**src/rtl/lsu_exec_unit.sv**
```systemverilog
// lsu_exec_unit: single-outstanding load/store unit with misalignment detection
module lsu_exec_unit (
   input  logic        clk_in,
   input  logic        rst_in,
   input  logic [3:0]  lsu_uop_in,
   input  logic [31:0] base_in,
   input  logic [31:0] imm_in,
   input  logic [31:0] store_data_in,
   input  logic [4:0]  rd_in,
   output logic        lsu_busy_out,
   output logic        misaligned_out,
   output logic        mem_req_out,
   output logic        mem_we_out,
   output logic [31:0] mem_addr_out,
   output logic [31:0] mem_wdata_out,
   output logic [3:0]  mem_wstrb_out,
   input  logic        mem_gnt_in,
   input  logic        mem_rvalid_in,
   input  logic [31:0] mem_rdata_in,
   output logic        wb_valid_out,
   output logic [4:0]  wb_rd_out,
   output logic [31:0] wb_data_out
);
   localparam logic [3:0] LB = 4'h1, LH = 4'h2, LW = 4'h3, LBU = 4'h4, LHU = 4'h5;
   localparam logic [3:0] SB = 4'h8, SH = 4'h9, SW = 4'hA;
   typedef enum logic [1:0] {IDLE, REQ, WAIT, WB} state_t;
   state_t      state_q, state_d;
   logic [3:0]  uop_q, uop_d, wstrb_q, wstrb_d;
   logic [1:0]  lo_q, lo_d;
   logic [4:0]  rd_q, rd_d, wb_rd_q, wb_rd_d;
   logic [31:0] addr_q, addr_d, wdata_q, wdata_d, wb_data_q, wb_data_d;
   logic        we_q, we_d, mis_q, mis_d, wb_valid_q, wb_valid_d;
   logic [31:0] ea, ld_val;
   logic        legal, misal;
   logic [7:0]  lb;
   logic [15:0] lh;
   always_comb begin
      ea = base_in + imm_in;
      legal = lsu_uop_in inside {LB, LH, LW, LBU, LHU, SB, SH, SW};
      misal = (lsu_uop_in inside {LH, LHU, SH} && ea[0]) || (lsu_uop_in inside {LW, SW} && ea[1:0] != 2'b00);
      lb = 8'(mem_rdata_in >> {lo_q, 3'b000});
      lh = 16'(mem_rdata_in >> {lo_q[1], 4'b0000});
      ld_val = uop_q == LB  ? {{24{lb[7]}}, lb} :
               uop_q == LBU ? {24'b0, lb} :
               uop_q == LH  ? {{16{lh[15]}}, lh} :
               uop_q == LHU ? {16'b0, lh} : mem_rdata_in;
      state_d = state_q;
      uop_d = uop_q;
      lo_d = lo_q;
      rd_d = rd_q;
      addr_d = addr_q;
      wdata_d = wdata_q;
      wstrb_d = wstrb_q;
      we_d = we_q;
      mis_d = 1'b0;
      wb_valid_d = 1'b0;
      wb_rd_d = wb_rd_q;
      wb_data_d = wb_data_q;
      case (state_q)
         IDLE: begin
            if (legal && misal) mis_d = 1'b1;
            else if (legal) begin
               state_d = REQ;
               uop_d = lsu_uop_in;
               lo_d = ea[1:0];
               rd_d = rd_in;
               addr_d = {ea[31:2], 2'b00};
               we_d = lsu_uop_in[3];
               wdata_d = lsu_uop_in == SB ? {4{store_data_in[7:0]}} :
                         lsu_uop_in == SH ? {2{store_data_in[15:0]}} : store_data_in;
               wstrb_d = lsu_uop_in == SB ? 4'b0001 << ea[1:0] :
                         lsu_uop_in == SH ? (ea[1] ? 4'b1100 : 4'b0011) :
                         lsu_uop_in == SW ? 4'b1111 : 4'b0000;
            end
         end
         REQ: if (mem_gnt_in) state_d = we_q ? IDLE : WAIT;
         WAIT: if (mem_rvalid_in) begin
            state_d = WB;
            // rd=0 loads leave the writeback outputs untouched
            wb_valid_d = rd_q != 5'd0;
            wb_rd_d = rd_q != 5'd0 ? rd_q : wb_rd_q;
            wb_data_d = rd_q != 5'd0 ? ld_val : wb_data_q;
         end
         default: state_d = IDLE;
      endcase
   end
   always_ff @(posedge clk_in) begin
      if (rst_in) begin
         state_q <= IDLE;
         uop_q <= '0;
         lo_q <= '0;
         rd_q <= '0;
         addr_q <= '0;
         wdata_q <= '0;
         wstrb_q <= '0;
         we_q <= 1'b0;
         mis_q <= 1'b0;
         wb_valid_q <= 1'b0;
         wb_rd_q <= '0;
         wb_data_q <= '0;
      end else begin
         state_q <= state_d;
         uop_q <= uop_d;
         lo_q <= lo_d;
         rd_q <= rd_d;
         addr_q <= addr_d;
         wdata_q <= wdata_d;
         wstrb_q <= wstrb_d;
         we_q <= we_d;
         mis_q <= mis_d;
         wb_valid_q <= wb_valid_d;
         wb_rd_q <= wb_rd_d;
         wb_data_q <= wb_data_d;
      end
   end
   assign lsu_busy_out = state_q != IDLE;
   assign mem_req_out = state_q == REQ;
   assign misaligned_out = mis_q;
   assign mem_we_out = we_q;
   assign mem_addr_out = addr_q;
   assign mem_wdata_out = wdata_q;
   assign mem_wstrb_out = wstrb_q;
   assign wb_valid_out = wb_valid_q;
   assign wb_rd_out = wb_rd_q;
   assign wb_data_out = wb_data_q;
endmodule

```
**config.mk**
```make
export PLATFORM = sky130hd
export DESIGN_NAME = lsu_exec_unit
export DESIGN_NICKNAME = d
export VERILOG_FILES = /design/src/rtl/lsu_exec_unit.sv
export SDC_FILE = /design/constraint.sdc
export NUM_CORES = 1
export LEC_CHECK = 0
export ABC_AREA = 1
export BUFFER_PORTS_ARGS = -buffer_cell sky130_fd_sc_hd__buf_2
export CORE_MARGIN = 2
export CORE_UTILIZATION = 45
export DETAILED_ROUTE_END_ITERATION = 6
export PLACE_DENSITY = 0.77
export REMOVE_ABC_BUFFERS = 1
export SLEW_MARGIN = 40
export SYNTH_ARGS = -nofsm -noshare
export SYNTH_HDL_FRONTEND = slang
export SYNTH_SLANG_ARGS = --single-unit
```
**constraint.sdc**
```tcl
create_clock -name clk_in -period 4.02 [get_ports clk_in]
set_clock_uncertainty 0.2 [all_clocks]
set_input_delay 0.402 -clock clk_in [delete_from_list [all_inputs] [get_ports clk_in]]
set_output_delay 0.402 -clock clk_in [all_outputs]
set_load 0.05 [all_outputs]
```
Yosys cells after proc, flatten, opt, wreduce, memory -nomap -nowiden
Cells that the tools add are included.
{"block": "classes", "n_addsub": 1, "n_eq_ne": 18, "n_shift": 3, "mux": 17, "bitwise": 4, "reduce_logical": 16}
{"cell": "$mux 32", "n": 6}
{"cell": "$add 32x32->32", "n": 1}
{"cell": "$shr 32x5->16", "n": 1}
{"cell": "$shr 32x5->8", "n": 1}
{"cell": "$eq 4x3->1 const B", "n": 4}
{"cell": "$mux 4", "n": 4}
{"cell": "$eq 4x2->1 const B", "n": 3}
{"cell": "$eq 4x4->1 const B", "n": 3}
{"cell": "$mux 2", "n": 5}
{"cell": "$eq 4x1->1 const B", "n": 2}
{"cell": "$reduce_bool 8->1", "n": 1}
{"cell": "$ne 2x2->1 const B", "n": 3}
{"cell": "$pmux 2 s3", "n": 1}
{"cell": "$reduce_and 3->1", "n": 2}
{"cell": "$reduce_bool 2->1", "n": 3}
{"cell": "$reduce_bool 5->1", "n": 1}
{"cell": "$not 1->1", "n": 4}
{"cell": "$reduce_and 4->1", "n": 1}
{"cell": "$shl 1x2->4 const A", "n": 1}
{"cell": "$logic_and 1x1->1", "n": 3}
{"cell": "$reduce_bool 3->1", "n": 1}
{"cell": "$reduce_or 3->1", "n": 1}
{"cell": "$eq 2x1->1 const B", "n": 1}
{"cell": "$eq 2x2->1 const B", "n": 1}
{"cell": "5 further kinds", "n": 5}
{"block": "word_totals", "register_bits": 119, "input_bits": 141, "output_inout_bits": 110, "word_cells": 71}

Longest topological paths before layout
{"block": "depth", "depth_word": 7, "ltp_mapped": 14, "depth_no_buf": 14}

Least setup slack after synthesis
OpenSTA, ideal clock, no wires.
{"block": "synth_path", "path_type": "input-to-reg", "from": "input base_in[0]", "to": "register addr_q[25] (netlist: mem_addr_out[25])", "setup_ns": 0.109, "arrival_time_ns": 2.026, "t_required_ns": 3.711, "slack_ns": 1.684, "path_stages": 12, "path_buffers": 2, "cell_sequence": "ha_1 fa_1 inv_1 nand2_1 nand2_2 nand4_4 inv_2 buf_6 buf_6 nand3_1 nand2_1 inv_1"}
{"block": "synth_via", "elab_chain_cells": 7, "elab_cells_between_ends": 8, "classes_between": "add/sub (1); bitwise (1); reduce/logical (6)"}
{"item": "start: declaration", "line_no": "6", "rtl": "input logic [31:0] base_in,"}
{"item": "$add 32x32->32", "line_no": "38", "rtl": "ea = base_in + imm_in;"}
{"item": "net ea[1]", "line_no": "33", "rtl": "logic [31:0] ea, ld_val;"}
{"item": "$reduce_bool 2->1", "line_no": "40", "rtl": "misal = (lsu_uop_in inside {LH, LHU, SH} && ea[0]) || (lsu_uop_in inside {LW, SW} && ea[1:0] != 2'b00);"}
{"item": "$logic_and 1x1->1", "line_no": "40"}
{"item": "$logic_or 1x1->1", "line_no": "40"}
{"item": "$logic_and 1x1->1", "line_no": "61", "rtl": "if (legal && misal) mis_d = 1'b1;"}
{"item": "$not 1->1 (no line)"}
{"item": "$reduce_and 3->1 (no line)"}
{"item": "end signal: assignment", "line_no": "106", "rtl": "addr_q <= addr_d;"}
{"item": "end: declaration", "line_no": "31", "rtl": "logic [31:0] addr_q, addr_d, wdata_q, wdata_d, wb_data_q, wb_data_d;"}
The timed path passes the listed nets, and every way through them passes these cells.
A chain may end at the register's enable or synchronous reset.

Final worst setup path
{"block": "layout_path", "from": "input base_in[0]", "to": "register uop_q[3]"}
{"block": "layout_via", "elab_chain_cells": 7, "elab_cells_between_ends": 8, "classes_between": "add/sub (1); bitwise (1); reduce/logical (6)"}
{"item": "$add 32x32->32", "line_no": "38"}
{"item": "net ea[1]", "line_no": "33"}
{"item": "$reduce_bool 2->1", "line_no": "40"}
{"item": "$logic_and 1x1->1", "line_no": "40"}
{"item": "$logic_or 1x1->1", "line_no": "40"}
{"item": "$logic_and 1x1->1", "line_no": "61"}
{"item": "$not 1->1 (no line)"}
{"item": "$reduce_and 3->1 (no line)"}
{"item": "end signal: assignment", "line_no": "103", "rtl": "uop_q <= uop_d;"}
{"item": "end: declaration", "line_no": "28", "rtl": "logic [3:0] uop_q, uop_d, wstrb_q, wstrb_d;"}
The timed path passes the listed nets, and every way through them passes these cells.

==> results.md <==
* Status: finished clean
* Capturing element type of the critical path: register
* Maximum count of clock buffers along a single path at 2
* Total via count in the routed design at 8578
* Worst hold path type: primary input to register
* Vias in the first global route at 7971
* Most area-consuming cells after synthesis: dfxtp_1, nand2_1, a21oi_1
* Gp weighted congestion at 0.889
* Initial detailed-routing violation count at 405
* Number of hold buffers added after cts at 0
* Drt pass-1 iters at 5
* Instance count of the mapped netlist at 1247
* Pin slew with the least headroom to its limit at 679 ps
* Dpl hpwl at 16.8 mm
* Proportion of netlist area held by the largest area contributor at 0.310
* Peak VDD IR at 0.292 mV
* Type of the worst setup path: primary input to register
* TritonCTS clock tree: yes
* Overall die area at 18000 µm²
* Post-layout nets at 1643
* Final-report hold violation count at 0
* Netlist area before placement at 7610 µm²
* Remaining global-route overflow at 0
* Maximum net fanout on the critical path at 51
* Upper clock frequency limit at 0.404 GHz
* Antenna violations before repair at 2
* Required time reported for the critical path endpoint at 4150 ps
* Post-DR wirelength/cell at 13.3 µm
* Final antenna-violating net count at 0
* Instance area after placement at 8910 µm²
* Global-route wire length before repair at 36.7 mm
* Number of distinct library cells after synthesis at 34
* TritonCTS Buffers at 17
* Hold WS at 37.9 ps
* Resized cells post-CTS at 0
* Syn avg cell area at 6.10 µm²
* Post-CTS Setup Repair Bufs at 0
* Synth Register Bits at 118
* Most common cell after layout, fill and taps aside: nand2_1
* Clock network latency to the later pin of the worst-skew pair at 410 ps
* Ratio of routed vias to standard cells at 5.03
* Setup tns final at 0 ps
* Power density over cell area at 479 nW/µm²
* Dominant cell type by area after synthesis: dfxtp_1
* P&R area growth vs syn at 25.0%
* Site Rows at 47
* Summed area of non-filler cells in the final layout at 9510 µm²
* Inst Count DP at 1671
* Post-route DRC at 0
* Port Buffers at 248
* Final routed wirelength across all metal layers at 22.7 mm
* Time the worst path needs with I/O delays and setup at 2470 ps
* Max-cap viol count at 0
* Register area share after synthesis at 0.310
* Aggregate global-route resource usage at 0.251
* Master cell of the clock root buffer: clkbuf_16
* Most frequent cells in the layout: nand2_1, buf_2, inv_1, a21oi_1, dfxtp_1
* Pin count of the biggest net entering global routing at 73
* Leakage power total at 5.27 nW
* Clock-pin slew of the registers on the worst-case setup and hold paths at 60 ps
* Share of the clock period used by the worst path after layout at 0.615
* Kind of start point of the critical path: primary input
* Synth warnings at 0
* Maximum level of the CTS H-tree at 4
* Final setup violation count at 0
* Y dimension of the die at 134 µm
* Headroom to the max-slew limit at 0.547
* Effective utilization at floorplan at 0.459
* Number of sinks driven by the clock tree at 118
* Horizontal die dimension at 134 µm
* Layout cells sized above 1 at 0.204
* Standard cell core area at 16600 µm²
* Arrival time worst endpoint at 2610 ps
* RSZ-0062 raised after global routing: no
* Post-layout instance count excluding filler cells at 1705
* Max-slew violations at 0
* Number of top-level pins at 251
==> flip-flops by register name, indices dropped and copies added (netlist names) <==
name and flops:
mem_wstrb_out 4, wb_data_out 32, lo_q 2, mem_addr_out 30
wb_rd_out 5, mem_wdata_out 32, misaligned_out 1, state_q 2
wb_valid_out 1, rd_q 5, uop_q 4
==> routing by layer <==
| layer | share of wire | track usage |
|---|---|---|
| met5 | 0 | 0 |
| met4 | 0.024 | 0.0965 |
| met3 | 0.066 | 0.0578 |
| met2 | 0.47 | 0.438 |
| met1 | 0.44 | 0.298 |
==> worst paths after layout <==
path	start	to	slack (ps)	cells after the start
hold reg to reg	wb_rd_out[3]	wb_rd_out[3]	260	2
setup / recovery	base_in[0]	uop_q[3]	1550	10
setup reg to reg	uop_q[2]	wb_data_out[0]	1720	9
hold / removal	rd_in[1]	rd_q[1]	40	3
==> cell type report <==
type	instances	area (µm²)
multi-input combinational	887	4270
fill	1642	7070
timing repair buffer	253	1280
tap	220	275
sequential	118	2360
antenna	2	5.00
clock buffer	18	429
inverter	193	727
clock inverter	14	166
==> worst max-delay path, stage by stage <==
cell and delay [ps]:
buf_2 110, ha_1 260, fa_1 600, inv_1 110, nand2_1 100, nand2_2 90
nand4_4 100, buf_4 490, o21ai_0 170, a21oi_1 170
==> power by group <==
group          internal (mW)  switching, mW  leakage, nW
registers               1.32         0.0867        0.964
clock network          0.932          0.618        0.282
logic                  0.436           1.17         4.03
==> logic make-up (layout without fill, tap and decap cells) <==
kind of cell    count (synthesis)  after routing  synth area share
simple gates                  523            523             0.275
compound gates                314            314             0.212
buf+inv                       243            478             0.129
flops                         118            118             0.310
fa+ha+maj                      32             32            0.0536
xor+xnor                       16             16            0.0184
other cells                     1              4          0.000493
==> stage by stage <==
| stage | utilization | worst slack, ps | total power [mW] |
|---|---|---|---|
| after floorplan | - | 680 | 2.58 |
| after global placement | 0.537 | 1190 | 3.00 |
| after detailed placement | 0.537 | 1110 | 3.02 |
| after CTS | 0.573 | 1520 | 4.58 |
| after global routing | 0.573 | 1340 | 4.80 |
| final | 0.573 | 1550 | 4.56 |
==> synth_stat cells <==
cell type / instances
nand2_1: 378
inv_1: 184
a21oi_1: 163
dfxtp_1: 118
o21ai_0: 116
nor2_1: 76
nand3_1: 43
ha_1: 31
clkbuf_1: 24
o21ai_1: 17
xnor2_1: 15
buf_2: 14
o211ai_1: 10
inv_2: 9
nor3_1: 8
buf_6: 6
nand4_1: 5
nand2_2: 4
a211oi_1: 3
nor2_2: 3
and2_1: 2
buf_1: 2
buf_4: 2
clkbuf_2: 2
nand3b_1: 2
o21bai_1: 2
a21o_1: 1
a22oi_1: 1
conb_1: 1
fa_1: 1
nand3_2: 1
nand4_4: 1
o31ai_1: 1
xor2_1: 1
Power figures use the tool's default switching activity.
